--- config.mk ---
export PLATFORM = sky130hd
export DESIGN_NAME = demux1to32_collect
export DESIGN_NICKNAME = d
export VERILOG_FILES = /design/src/rtl/demux1to32_collect.sv
export SDC_FILE = /design/constraint.sdc
export NUM_CORES = 1
export LEC_CHECK = 0
export BUFFER_PORTS_ARGS = -buffer_cell sky130_fd_sc_hd__buf_4
export CAP_MARGIN = 20
export CORE_ASPECT_RATIO = 2
export CORE_MARGIN = 5
export CORE_UTILIZATION = 49
export CTS_BUF_LIST = sky130_fd_sc_hd__clkbuf_4 sky130_fd_sc_hd__clkbuf_8 sky130_fd_sc_hd__clkbuf_16
export DETAILED_ROUTE_END_ITERATION = 10
export PLACE_DENSITY = 0.74
export SETUP_SLACK_MARGIN = 0.5
export SYNTH_ARGS = -nofsm -noshare
export SYNTH_HDL_FRONTEND = slang
export SYNTH_SLANG_ARGS = --single-unit
--- constraint.sdc ---
create_clock -name CLK -period 2.1 [get_ports CLK]
set_clock_uncertainty 0.1 [all_clocks]
set_input_delay 0.21 -clock CLK [delete_from_list [all_inputs] [get_ports CLK]]
set_output_delay 0.21 -clock CLK [all_outputs]
set_load 0.005 [all_outputs]
--- src/rtl/demux1to32_collect.sv ---
// Serial-to-parallel collector: one bit per accepted beat steered by a one-hot
// slot decoder into an N-bit word, released through a valid/ready handshake.
module demux1to32_collect #(
  parameter int N         = 32,
  parameter int SW        = 5,
  parameter bit LSB_FIRST = 1'b1
) (
  input  logic          CLK,
  input  logic          RST,
  input  logic          D,
  input  logic          V,
  output logic          R,
  input  logic          F,
  output logic [N-1:0]  Y,
  output logic          YV,
  input  logic          YR,
  output logic [SW:0]   CNT
);

  typedef enum logic {FILL = 1'b0, HOLD = 1'b1} state_e;

  localparam logic [SW-1:0] PTR_MAX = SW'(N - 1);
  localparam logic [N-1:0]  ONE     = N'(1);

  state_e        state_q, state_d;
  logic [SW-1:0] ptr_q, ptr_d;
  logic [N-1:0]  y_q, y_d;
  logic [SW:0]   cnt_q, cnt_d;
  logic          r_q, r_d;
  logic          yv_q, yv_d;

  logic [SW-1:0] idx;
  logic [N-1:0]  dec;
  logic          accept;

  assign idx    = LSB_FIRST ? ptr_q : ~ptr_q;
  assign dec    = ONE << idx;
  assign accept = V & r_q;

  always_ff @(posedge CLK) begin
    if (RST) begin
      state_q <= FILL;
      ptr_q   <= '0;
      y_q     <= '0;
      cnt_q   <= '0;
      r_q     <= 1'b0;
      yv_q    <= 1'b0;
    end else begin
      state_q <= state_d;
      ptr_q   <= ptr_d;
      y_q     <= y_d;
      cnt_q   <= cnt_d;
      r_q     <= r_d;
      yv_q    <= yv_d;
    end
  end

  always_comb begin
    state_d = state_q;
    ptr_d   = ptr_q;
    y_d     = y_q;
    cnt_d   = cnt_q;
    unique case (state_q)
      FILL: begin
        if (accept) begin
          y_d   = (y_q & ~dec) | ({N{D}} & dec);
          ptr_d = ptr_q + SW'(1);
          if ((ptr_q == PTR_MAX) || F) begin
            state_d = HOLD;
            cnt_d   = {1'b0, ptr_q} + (SW+1)'(1);
            ptr_d   = '0;
          end
        end else if (F && r_q && (ptr_q != '0)) begin
          // Early close; unfilled slots are already zero.
          state_d = HOLD;
          cnt_d   = {1'b0, ptr_q};
          ptr_d   = '0;
        end
      end
      HOLD: begin
        if (YR) begin
          state_d = FILL;
          y_d     = '0;
          cnt_d   = '0;
          ptr_d   = '0;
        end
      end
      default: state_d = FILL;
    endcase
  end

  // R and YV come from flops so they stay low through the reset cycle.
  always_comb begin
    r_d  = (state_d == FILL);
    yv_d = (state_d == HOLD);
  end

  assign R   = r_q;
  assign YV  = yv_q;
  assign Y   = y_q;
  assign CNT = cnt_q;

endmodule

==> results.md, run 1 <==
- Final Cycle Share: 0.9170
- DP Wirelength: 4396 um
- Comb pwr share: 0.141
- Layout cells sized above 1: 0.3848
- Cell count after synthesis: between 200 and 300
- Synth area leaders: dfxtp_1, a21oi_1, o21ai_0, nand2_1, ha_1
- Post-synth EDFFs: 0
- Syn-to-layout area delta: 37.75%
- Die H: approximately 110 um
- Final net count: roughly 360
- Setup Total Neg Slack: 0 ns
- Post-Layout Inst Area: 3073 um^2
- Root Driver: clkbuf_8
- NetSw: roughly 440 uW
- IO buf count: 45
- Vias post-DR: ~2.3k
- Final min period: slightly below 2 ns
- Clock power share: 0.340
- P per Cell Area: 544.1 nW/um^2
- First-pass GRT wire length: ~11,000 um
- Pint: around 1.2 mW
- Synthesized area per cell: slightly below 8 um^2
- Post-DR wirelength/cell: between 15 and 20 um
- Worst reg2reg path depth: 8
- Synthesized Nets: 297
- Leakage: between 1 and 1.5 nW
- Max cap viols: 0
- # diodes: 0
- Worst Hold End: Y[0]
- Vias in the first global route: about 2.2k
- Status: finished clean
- Hold Path Stages: 3
- Area post-placement: 2696 um^2
- Clk_lat worst skew: around 0.30 ns
- Starting Density: 0.5091
- DRC Markers: 0
- Switching Fraction: 0.2640
- Seq/Total Area, Yosys: 0.4038
- TritonCTS buffer count: 5
- CTS Hold Bufs: 0
- Critical path arrival: just over 2 ns
- Post-Syn Area: roughly 2200 um^2
- Critical Path Sink Type: flop
- Worst r2r src: idx[1]
- FF-to-FF setup slack: between 0.15 and 0.2 ns
- Fmax: a little over 0.5 GHz
- Initial antenna violation count: 0
- Die W: roughly 58 um
- Final core utilization: 0.7013
- CTS tree: yes
- Via density: ~5.8
- Part of the power in registers: 0.519
- Slew headroom: 0.6565
- I/O pin cnt: 46
- # setup viols final: 0
- GR Overflow Total: 0
- Register area: around 910 um^2
- Row cnt: 34
- Worst Max-Slew Pin Slew: approximately 0.52 ns
- Max Fanout on Critical Path: 7
- CTS HTree Levels: 2
- Power Total: 1.672 mW
- Max VDD drop: approximately 480 uV
- Fillers: 364
- Most used DFF post-synth: dfxtp_1
- Max Slew Vio Count: 0
- Post-synth ARST share: 0
- Endpoints failing hold: 0
- Register bit total from synthesis: between 40 and 50
- Hold WC Path Type: input port to flop
- Worst path required time: between 2 and 2.5 ns
- Min-delay src: D
- Post-synthesis cell type with the largest combined area: dfxtp_1
- Distinct cells, synth: between 40 and 50
- Total core area: 4382 um^2
- RSZ-0062 raised after global routing: true
- Critical path class: flop to flop
- Clock transition at path regs: 0.08 ns
- GRT Total Usage: 0.2173
- Reg2reg end: CNT[1]
- Worst setup SP type: flop
- Post-synth top cells: a21oi_1, dfxtp_1, o21ai_0
- DRT Pass-1 Iters: 4
- Top-count cell post-synth: a21oi_1
- RePlAce Congestion: around 0.9
- ANT nets after route: 0
- Initial drt markers: about 110
- Clock sinks: 45
- Die ar.: 6084 um^2
- WHS: between 0.1 and 0.15 ns
- Wirelength, routed: approximately 6800 um
- Post-synth top area share: 0.4038
- Synth Warn #: 0
- Largest net degree at the start of global routing: 47
- Clk buf depth: 2
- Multi-input logic area: 1381 um^2
worst max path at each step:
stage / start / endpoint / slack [ns] / cells past startpoint
after floorplan: idx[3] / CNT[3] / 0.25 / 9
after global placement: idx[0] / CNT[0] / 0.20 / 7
after detailed placement: idx[0] / CNT[4] / 0.15 / 8
after CTS: idx[0] / CNT[1] / 0.20 / 8
after global routing: idx[1] / CNT[0] / 0.12 / 7
final: idx[1] / CNT[1] / 0.17 / 8
logic make-up after synthesis:
kind of cell | after synthesis | synth area share
AND/OR/NAND/NOR | 81 | 0.1840
adder cells (fa/ha/maj) | 7 | 0.03926
flip-flops | 45 | 0.4038
AO/OA/AOI/OAI | 118 | 0.2989
XOR/XNOR | 1 | 0.003927
multiplexers | 3 | 0.01346
buffers and inverters | 29 | 0.05664
cells in the final DEF (no fill, tap or decap), types with 3 or more instances in the layout:
cell	netlist	final
a21oi_1	62	50
a21oi_2	1	13
a31oi_1	4	4
buf_4	0	67
buf_6	2	8
clkbuf_4	0	4
clkbuf_8	0	5
dfxtp_1	45	40
dfxtp_2	0	3
ha_4	0	4
mux2i_1	3	3
nand2_1	32	32
nand3_1	5	5
nor2_1	7	5
nor2b_1	9	3
nor2b_4	0	4
nor3_1	7	6
o21ai_0	35	23
o21ai_1	4	16
or3_1	4	3
through the flow:
stage	setup slack, ns	std cells
floorplan	0.2477	284
global placement	0.2034	373
detailed placement	0.1498	373
CTS	0.2040	390
global route	0.1181	397
finish	0.1743	397
worst max-delay path, stage by stage, from the launching register on:
cell and delay [ns]:
dfxtp_4 0.40, ha_4 0.15, and3_4 0.19, ha_4 0.15
o211a_1 0.18, a211oi_4 0.05, buf_6 0.14, or3_4 0.36
a21oi_2 0.15
registers in the layout (all words and copies together) (netlist names):
name  count
CNT       6
YV        1
idx       5
Y        32
R         1
metal layers:
metal / global-route usage / vias to the layer above / part of all wire
li1: - / 1116 / -
met1: 0.2290 / 1105 / 0.34
met2: 0.4021 / 83 / 0.57
met3: 0.02815 / 17 / 0.054
met4: 0.1095 / 0 / 0.033
met5: 0 / - / 0
cell type report:
| type | instances | area share |
|---|---|---|
| Inverter | 4 | 0.006515 |
| Sequential cell | 45 | 0.2968 |
| Timing Repair Buffer | 76 | 0.1954 |
| Multi-Input combinational cell | 210 | 0.4495 |
| Clock buffer | 8 | 0.02972 |
| Tap cell | 54 | 0.02199 |
power by group through the flow:
| stage | Clock, mW | Sequential, mW | Combinational (mW) |
|---|---|---|---|
| after CTS | 0.577 | 0.868 | 0.198 |
| after detailed placement | 0 | 0.889 | 0.172 |
| after global routing | 0.609 | 0.870 | 0.251 |
| after global placement | 0 | 0.889 | 0.172 |
| after floorplan | 0 | 0.887 | 0.120 |
| final | 0.568 | 0.868 | 0.235 |
timing repair:
| item | 4_1_cts | 5_1_grt |
|---|---|---|
| buffers inserted | 8 | 5 |
| gates resized for setup | 18 | 46 |
| pin swaps | 4 | 15 |
| setup endpoints to repair | 45 | 45 |
| hold endpoints to repair | 0 | 0 |
| gates cloned | 1 | 2 |
No activity file was read; power rests on OpenSTA's default activity.
==> inputs of run 2 (changes only) <==
Settings changed: CELL_PAD_IN_SITES_DETAIL_PLACEMENT from default to 1, CELL_PAD_IN_SITES_GLOBAL_PLACEMENT from default to 1, CORE_ASPECT_RATIO 2 to 0.9, CORE_UTILIZATION 49 to 36, PLACE_DENSITY 0.74 to 0.75.
==> run 2 against run 1 <==
Sequential share of layout area shrank 2.3 points. Register-to-register slack lost 0.08 ns. Critical path type unchanged. Clock power shrank 3%.
==> results.md, run 2 (same netlist as run 1, synthesis figures left out) <==
- GRT Total Usage: 0.1915 (-0.02577)
- Worst Setup EP: CNT[0]
- Setup Total Neg Slack: 0 ns (unchanged)
- Total core area: 6081 um^2 (+39%)
- Comb pwr share: 0.156 (+0.015)
- Pint: 1.212 mW (-1.5%)
- Slew headroom: 0.6502 (-0.006230)
- Switching Fraction: 0.2809 (+0.01691)
- Endpoints failing hold: 0 (unchanged)
- Worst r2r src: idx[0]
- Final worst slack: 0.09703 ns (-0.07729 ns)
- Largest net degree at the start of global routing: 47 (unchanged)
- First-pass GRT wire length: 12,160 um (+15%)
- # setup viols final: 0 (unchanged)
- ANT nets after route: 0 (unchanged)
- IO buf count: 45 (unchanged)
- Final net count: 369 (+3.9%)
- Power Total: 1.686 mW (+0.81%)
- Max cap viols: 0 (unchanged)
- Leakage: 1.262 nW (+6.5%)
- Worst path required time: 2.16 ns (-0.07 ns)
- Fmax: 0.4993 GHz (-3.9%)
- Post-DR wirelength/cell: 19.93 um (+17%)
- Worst Max-Slew Pin Slew: 0.5247 ns (+0.009345 ns)
- Vias post-DR: 2,465 (+6.2%)
- Vias in the first global route: 2,357 (+5.1%)
- Final core utilization: 0.5498 (-0.1515)
- Critical path class: flop to flop
- Pre-CTS WS: 0.1526 ns (+0.002743 ns)
- Clk_lat worst skew: 0.29 ns (about the same)
- Crit path largest cell delay: 0.51 ns (+0.11 ns)
- Clock power share: 0.327 (-0.013)
- Die W: 92.98 um (+61%)
- Clk buf depth: 2 (unchanged)
- I/O pin cnt: 46 (unchanged)
- CP Cell Sequence: inv_4, ha_4, or4b_4, a211oi_4, buf_6, or3_1, a21oi_1
- Critical Path Sink Type: flop
- Final min period: 2.003 ns (+0.07729 ns)
- RSZ-0062 raised after global routing: true
- GR Overflow Total: 0 (unchanged)
- CTS HTree Levels: 2 (unchanged)
- Hold WC Path Type: input port to flop
- Initial drt markers: 181 (+66%)
- Slowest cell on the critical path: or4b_4
- Initial antenna violation count: 0 (unchanged)
- Row cnt: 27 (-21%)
- CTS Hold Bufs: 0 (unchanged)
- TritonCTS buffer count: 5 (unchanged)
- Die ar.: 7874 um^2 (+29%)
- Max reg flops: 32 (unchanged)
- Crit path launch: idx[0]
- Clock transition at path regs: 0.09 ns (about the same)
- Critical path arrival: 2.06 ns (about the same)
- Post-Layout Inst Area: 3343 um^2 (+8.8%)
- RePlAce Congestion: 0.8424 (-6.2%)
- Starting Density: 0.3669 (-0.1423)
- NetSw: 473.4 uW (+7.3%)
- Clock sinks: 45 (unchanged)
- Max Slew Vio Count: 0 (unchanged)
- Commonest cells after routing, fill and taps aside: buf_4, a21oi_1, dfxtp_1
- Worst reg2reg path depth: 7 (-1)
- P per Cell Area: 504.2 nW/um^2 (-7.3%)
- Wirelength, routed: 8552 um (+27%)
- Worst setup SP type: flop
- Reg2reg end: CNT[0]
- DRC Markers: 0 (unchanged)
- Syn-to-layout area delta: 49.86%
- Max Fanout on Critical Path: 7 (unchanged)
- DRT Pass-1 Iters: 4 (unchanged)
- Non-filler instance count after layout: 429 (+8.1%)
- CTS tree: yes
- Final Cycle Share: 0.9538 (+0.03681)
- WHS: 0.1207 ns (+0.01669 ns)
- DP Wirelength: 4728 um (+7.6%)
- Dpl cells: 393 (+5.4%)
- Layout cells sized above 1: 0.4650 (+0.08015)
- Max VDD drop: 217.3 uV (-55%)
- Via density: 5.746 (-1.7%)
- FF-to-FF setup slack: 0.1 ns (-0.08 ns)
- Root Driver: clkbuf_8
- Part of the power in registers: 0.517 (-0.002)
- Status: finished clean
- Most common cell after layout, fill and taps aside: buf_4
- # diodes: 0 (unchanged)
- Die H: 84.68 um (-20%)
- Area post-placement: 2734 um^2 (+1.4%)
[run 2: what timing repair did]
| item | in CTS | in global routing |
|---|---|---|
| endpoints found under the setup margin | 45 | 45 |
| endpoints found under the hold margin | 0 | 0 |
| pin swaps | 11 | 34 |
| setup buffers | 12 | 15 |
| resized for setup | 34 | 68 |
| cloned | 1 | 0 |
[run 2: layer usage]
layer,vias up,routed length [um],global-route usage
li1,1145,-,-
met1,1218,3725,0.2685
met2,90,4249,0.3100
met3,12,465,0.03226
met4,0,112,0.03862
met5,-,0,0
[run 2: worst min-delay path by stage]
stage	start	endpoint	slack [ns]	depth (start not counted)
after floorplan	D	Y[0]	0.31	2
after global placement	CNT[3]	CNT[3]	0.36	2
after detailed placement	Y[12]	Y[12]	0.37	2
after CTS	D	Y[0]	0.11	3
after global routing	D	Y[0]	0.12	3
final	D	Y[0]	0.12	3
[run 2: layout make-up]
cell class              instances  area (um^2)
repair buffers                 90        738.2
clock inverters                 2        10.01
multi-input cells             210         1490
inverters                       4        23.77
flip-flops and latches         45        914.6
well taps                      72        90.09
fillers                       722         2738
clock buffers                   6        76.32
[run 2: critical path: cells and delay by family (launching register included)]
kind	cells	cell delay, ns
simple gates	2	0.64
flops	1	0.38
compound gates	2	0.38
buf+inv	2	0.24
fa+ha+maj	1	0.12
[run 2: power by group through the flow]
| stage | combinational, mW | clock, mW | sequential (mW) |
|---|---|---|---|
| CTS | 0.207 | 0.568 | 0.870 |
| detailed placement | 0.178 | 0 | 0.891 |
| global placement | 0.176 | 0 | 0.891 |
| global route | 0.281 | 0.612 | 0.874 |
| finish | 0.262 | 0.551 | 0.872 |
| floorplan | 0.120 | 0 | 0.887 |
==> inputs of run 3 (changes only) <==
Settings changed: CELL_PAD_IN_SITES_GLOBAL_PLACEMENT 1 to 2, CORE_UTILIZATION 36 to 28, CTS_BUF_LIST sky130_fd_sc_hd__clkbuf_4 sky130_fd_sc_hd__clkbuf_8 sky130_fd_sc_hd__clkbuf_16 to sky130_fd_sc_hd__clkbuf_16, PLACE_DENSITY 0.75 to 0.74.
==> run 3 against run 2 <==
Hold slack gained 0.022 ns. Routed wire length is 4.4% higher. Die area up 25%. Cell count is 5.8% higher. Critical path depth is 1 higher. Via count fell by 2.2%. Sequential share of layout area shrank 1.4 points. Register-to-register slack better by 0.04 ns. Global-route usage down 3.3 points. Non-clock buffer count grew 2. Largest cell class unchanged.
==> results.md, run 3 (same netlist as run 1, synthesis figures left out) <==
- Register area: 922.1 um^2 (+0.82%)
- Worst Max-Slew Pin Slew: 0.5548 ns (+0.03011 ns)
- Worst r2r src: idx[1]
- IO buf count: 45 (unchanged)
- Multi-input logic area: 1509 um^2 (+1.3%)
- DP Wirelength: 5240 um (+11%)
- Max Fanout on Critical Path: 4 (-3)
- Commonest cells after routing, fill and taps aside: buf_4, a21oi_1, dfxtp_1
- Endpoints failing hold: 0 (unchanged)
- CTS Hold Bufs: 0 (unchanged)
- Wirelength, routed: 8932 um (+4.4%)
- RSZ-0062 raised after global routing: true
- Vias post-DR: 2,410 (-2.2%)
- Pint: 1.434 mW (+18%)
- CTS HTree Levels: 2 (unchanged)
- Starting Density: 0.2913 (-0.07553)
- Switching Fraction: 0.2636 (-0.01728)
- Final Cycle Share: 0.9330 (-0.02084)
- Max cap viols: 0 (unchanged)
- DRT Pass-1 Iters: 4 (unchanged)
- Final net count: 371 (+0.54%)
- Worst setup SP type: flop
- Critical path arrival: 2.04 ns (-0.02 ns)
- Final min period: 1.959 ns (-0.04375 ns)
- Status: finished clean
- GRT Total Usage: 0.1584 (-0.03313)
- Largest net degree at the start of global routing: 47 (unchanged)
- Row cnt: 30 (+11%)
- Fillers: 895 (+24%)
- # setup viols final: 0 (unchanged)
- Die H: 94.68 um (+12%)
- Comb pwr share: 0.171 (+0.015)
- Syn-to-layout area delta: 59.00%
- Root Driver: clkbuf_16
- CTS tree: yes
- Worst Hold End: Y[0]
- TritonCTS buffer count: 5 (unchanged)
- Max Slew Vio Count: 0 (unchanged)
- Area post-placement: 2779 um^2 (+1.6%)
- Setup Total Neg Slack: 0 ns (unchanged)
- NetSw: 513.2 uW (+8.4%)
- Hold WC Path Type: input port to flop
- DRC Markers: 0 (unchanged)
- Vias in the first global route: 2,396 (+1.7%)
- Via density: 5.308 (-7.6%)
- FF-to-FF setup slack: 0.14 ns (+0.04 ns)
- Hold Path Stages: 3 (unchanged)
- Initial antenna violation count: 0 (unchanged)
- RePlAce Congestion: 0.7990 (-5.2%)
- ANT nets after route: 0 (unchanged)
- Post-DR wirelength/cell: 19.67 um (-1.3%)
- Part of the power in registers: 0.444 (-0.073)
- Min-delay src: D
- First-pass GRT wire length: 12,770 um (+5.0%)
- # diodes: 0 (unchanged)
- Max reg flops: 32 (unchanged)
- Leakage: 1.333 nW (+5.7%)
- Reg2reg end: idx[2]
- Clock transition at path regs: 0.06 ns (-0.03 ns)
- Initial drt markers: 104 (-43%)
- GR Overflow Total: 0 (unchanged)
- Fmax: 0.5104 GHz (+2.2%)
- I/O pin cnt: 46 (unchanged)
- Total core area: 7657 um^2 (+26%)
- Most common cell after layout, fill and taps aside: buf_4
- Die W: 104.1 um (+12%)
- Critical Path Sink Type: flop
- Worst reg2reg path depth: 8 (+1)
- Clock sinks: 45 (unchanged)
- Slew headroom: 0.6302 (-0.02007)
- Worst path required time: 2.18 ns (+0.02 ns)
- Max VDD drop: 309.1 uV (+42%)
- P per Cell Area: 548.9 nW/um^2 (+8.9%)
- Critical path class: flop to flop
- Clock power share: 0.385 (+0.058)
- Layout cells sized above 1: 0.4637 (-0.001299)
- Clk_lat worst skew: 0.28 ns (about the same)
- Die ar.: 9855 um^2 (+25%)
- Post-Layout Inst Area: 3547 um^2 (+6.1%)
- Clk buf depth: 2 (unchanged)
## run 3: changes by cell type in the layout (fill, tap and decap cells not counted), sizes merged
cell	before	now
inv	3	4
clkbuf	6	8
buf	90	89
clkinv	2	1
## run 3: stage by stage
| step | utilization | setup slack, ns | power [mW] | std cells | hold WS, ns |
|---|---|---|---|---|---|
| after floorplan | - | 0.2477 | 1.007 | 284 | 0.3053 |
| after global placement | 0.3629 | 0.2107 | 1.078 | 419 | 0.3616 |
| after detailed placement | 0.3629 | 0.1325 | 1.079 | 419 | 0.3711 |
| after CTS | 0.3975 | 0.1846 | 1.841 | 437 | 0.1387 |
| after global routing | 0.4632 | 0.08266 | 2.027 | 454 | 0.1528 |
| final | 0.4632 | 0.1408 | 1.947 | 454 | 0.1422 |
## run 3: how the worst max path moves through the flow
stage	endpoint	depth (start not counted)	slack, ns	start
final	idx[2]	8	0.14	idx[1]
after global routing	CNT[2]	7	0.08	idx[1]
after CTS	CNT[4]	8	0.18	idx[1]
after detailed placement	CNT[4]	8	0.13	idx[0]
after global placement	CNT[4]	7	0.21	idx[0]
after floorplan	CNT[3]	9	0.25	idx[3]
## run 3: repair_timing
action / 4_1_cts / 5_1_grt
resized for setup: 19 / 110
pin swaps: 4 / 22
cloned: 1 / 4
setup buffers: 10 / 13
setup endpoints to repair: 45 / 45
## run 3: power by group through the flow
stage	combinational [mW]	sequential (mW)	clock, mW
after CTS	0.214	0.867	0.760
after global routing	0.352	0.865	0.810
after floorplan	0.120	0.887	0
after global placement	0.191	0.887	0
after detailed placement	0.192	0.887	0
final	0.332	0.864	0.750
## run 3: per-layer routing
metal / GRT usage / share of wire / vias to the layer above
li1: - / - / 1153
met1: 0.2178 / 0.47 / 1180
met2: 0.2489 / 0.48 / 66
met3: 0.03486 / 0.038 / 11
met4: 0.04854 / 0.012 / 0
met5: 0 / 0 / -
## run 3: critical path: stages (launching register included)
cell and delay [ns]:
dfxtp_4 0.37, ha_4 0.17, and3_4 0.17, ha_4 0.17
buf_4 0.13, nor4_1 0.40, buf_4 0.22, nand2b_1 0.06
o31ai_1 0.07
## run 3: final cells by class
| class | instances | area share |
|---|---|---|
| clock buffers | 5 | 0.03527 |
| multi-input cells | 210 | 0.4254 |
| repair buffers | 92 | 0.2367 |
| well taps | 96 | 0.03386 |
| flip-flops and latches | 45 | 0.2600 |
| inverters | 4 | 0.006702 |
| clock inverters | 2 | 0.002116 |
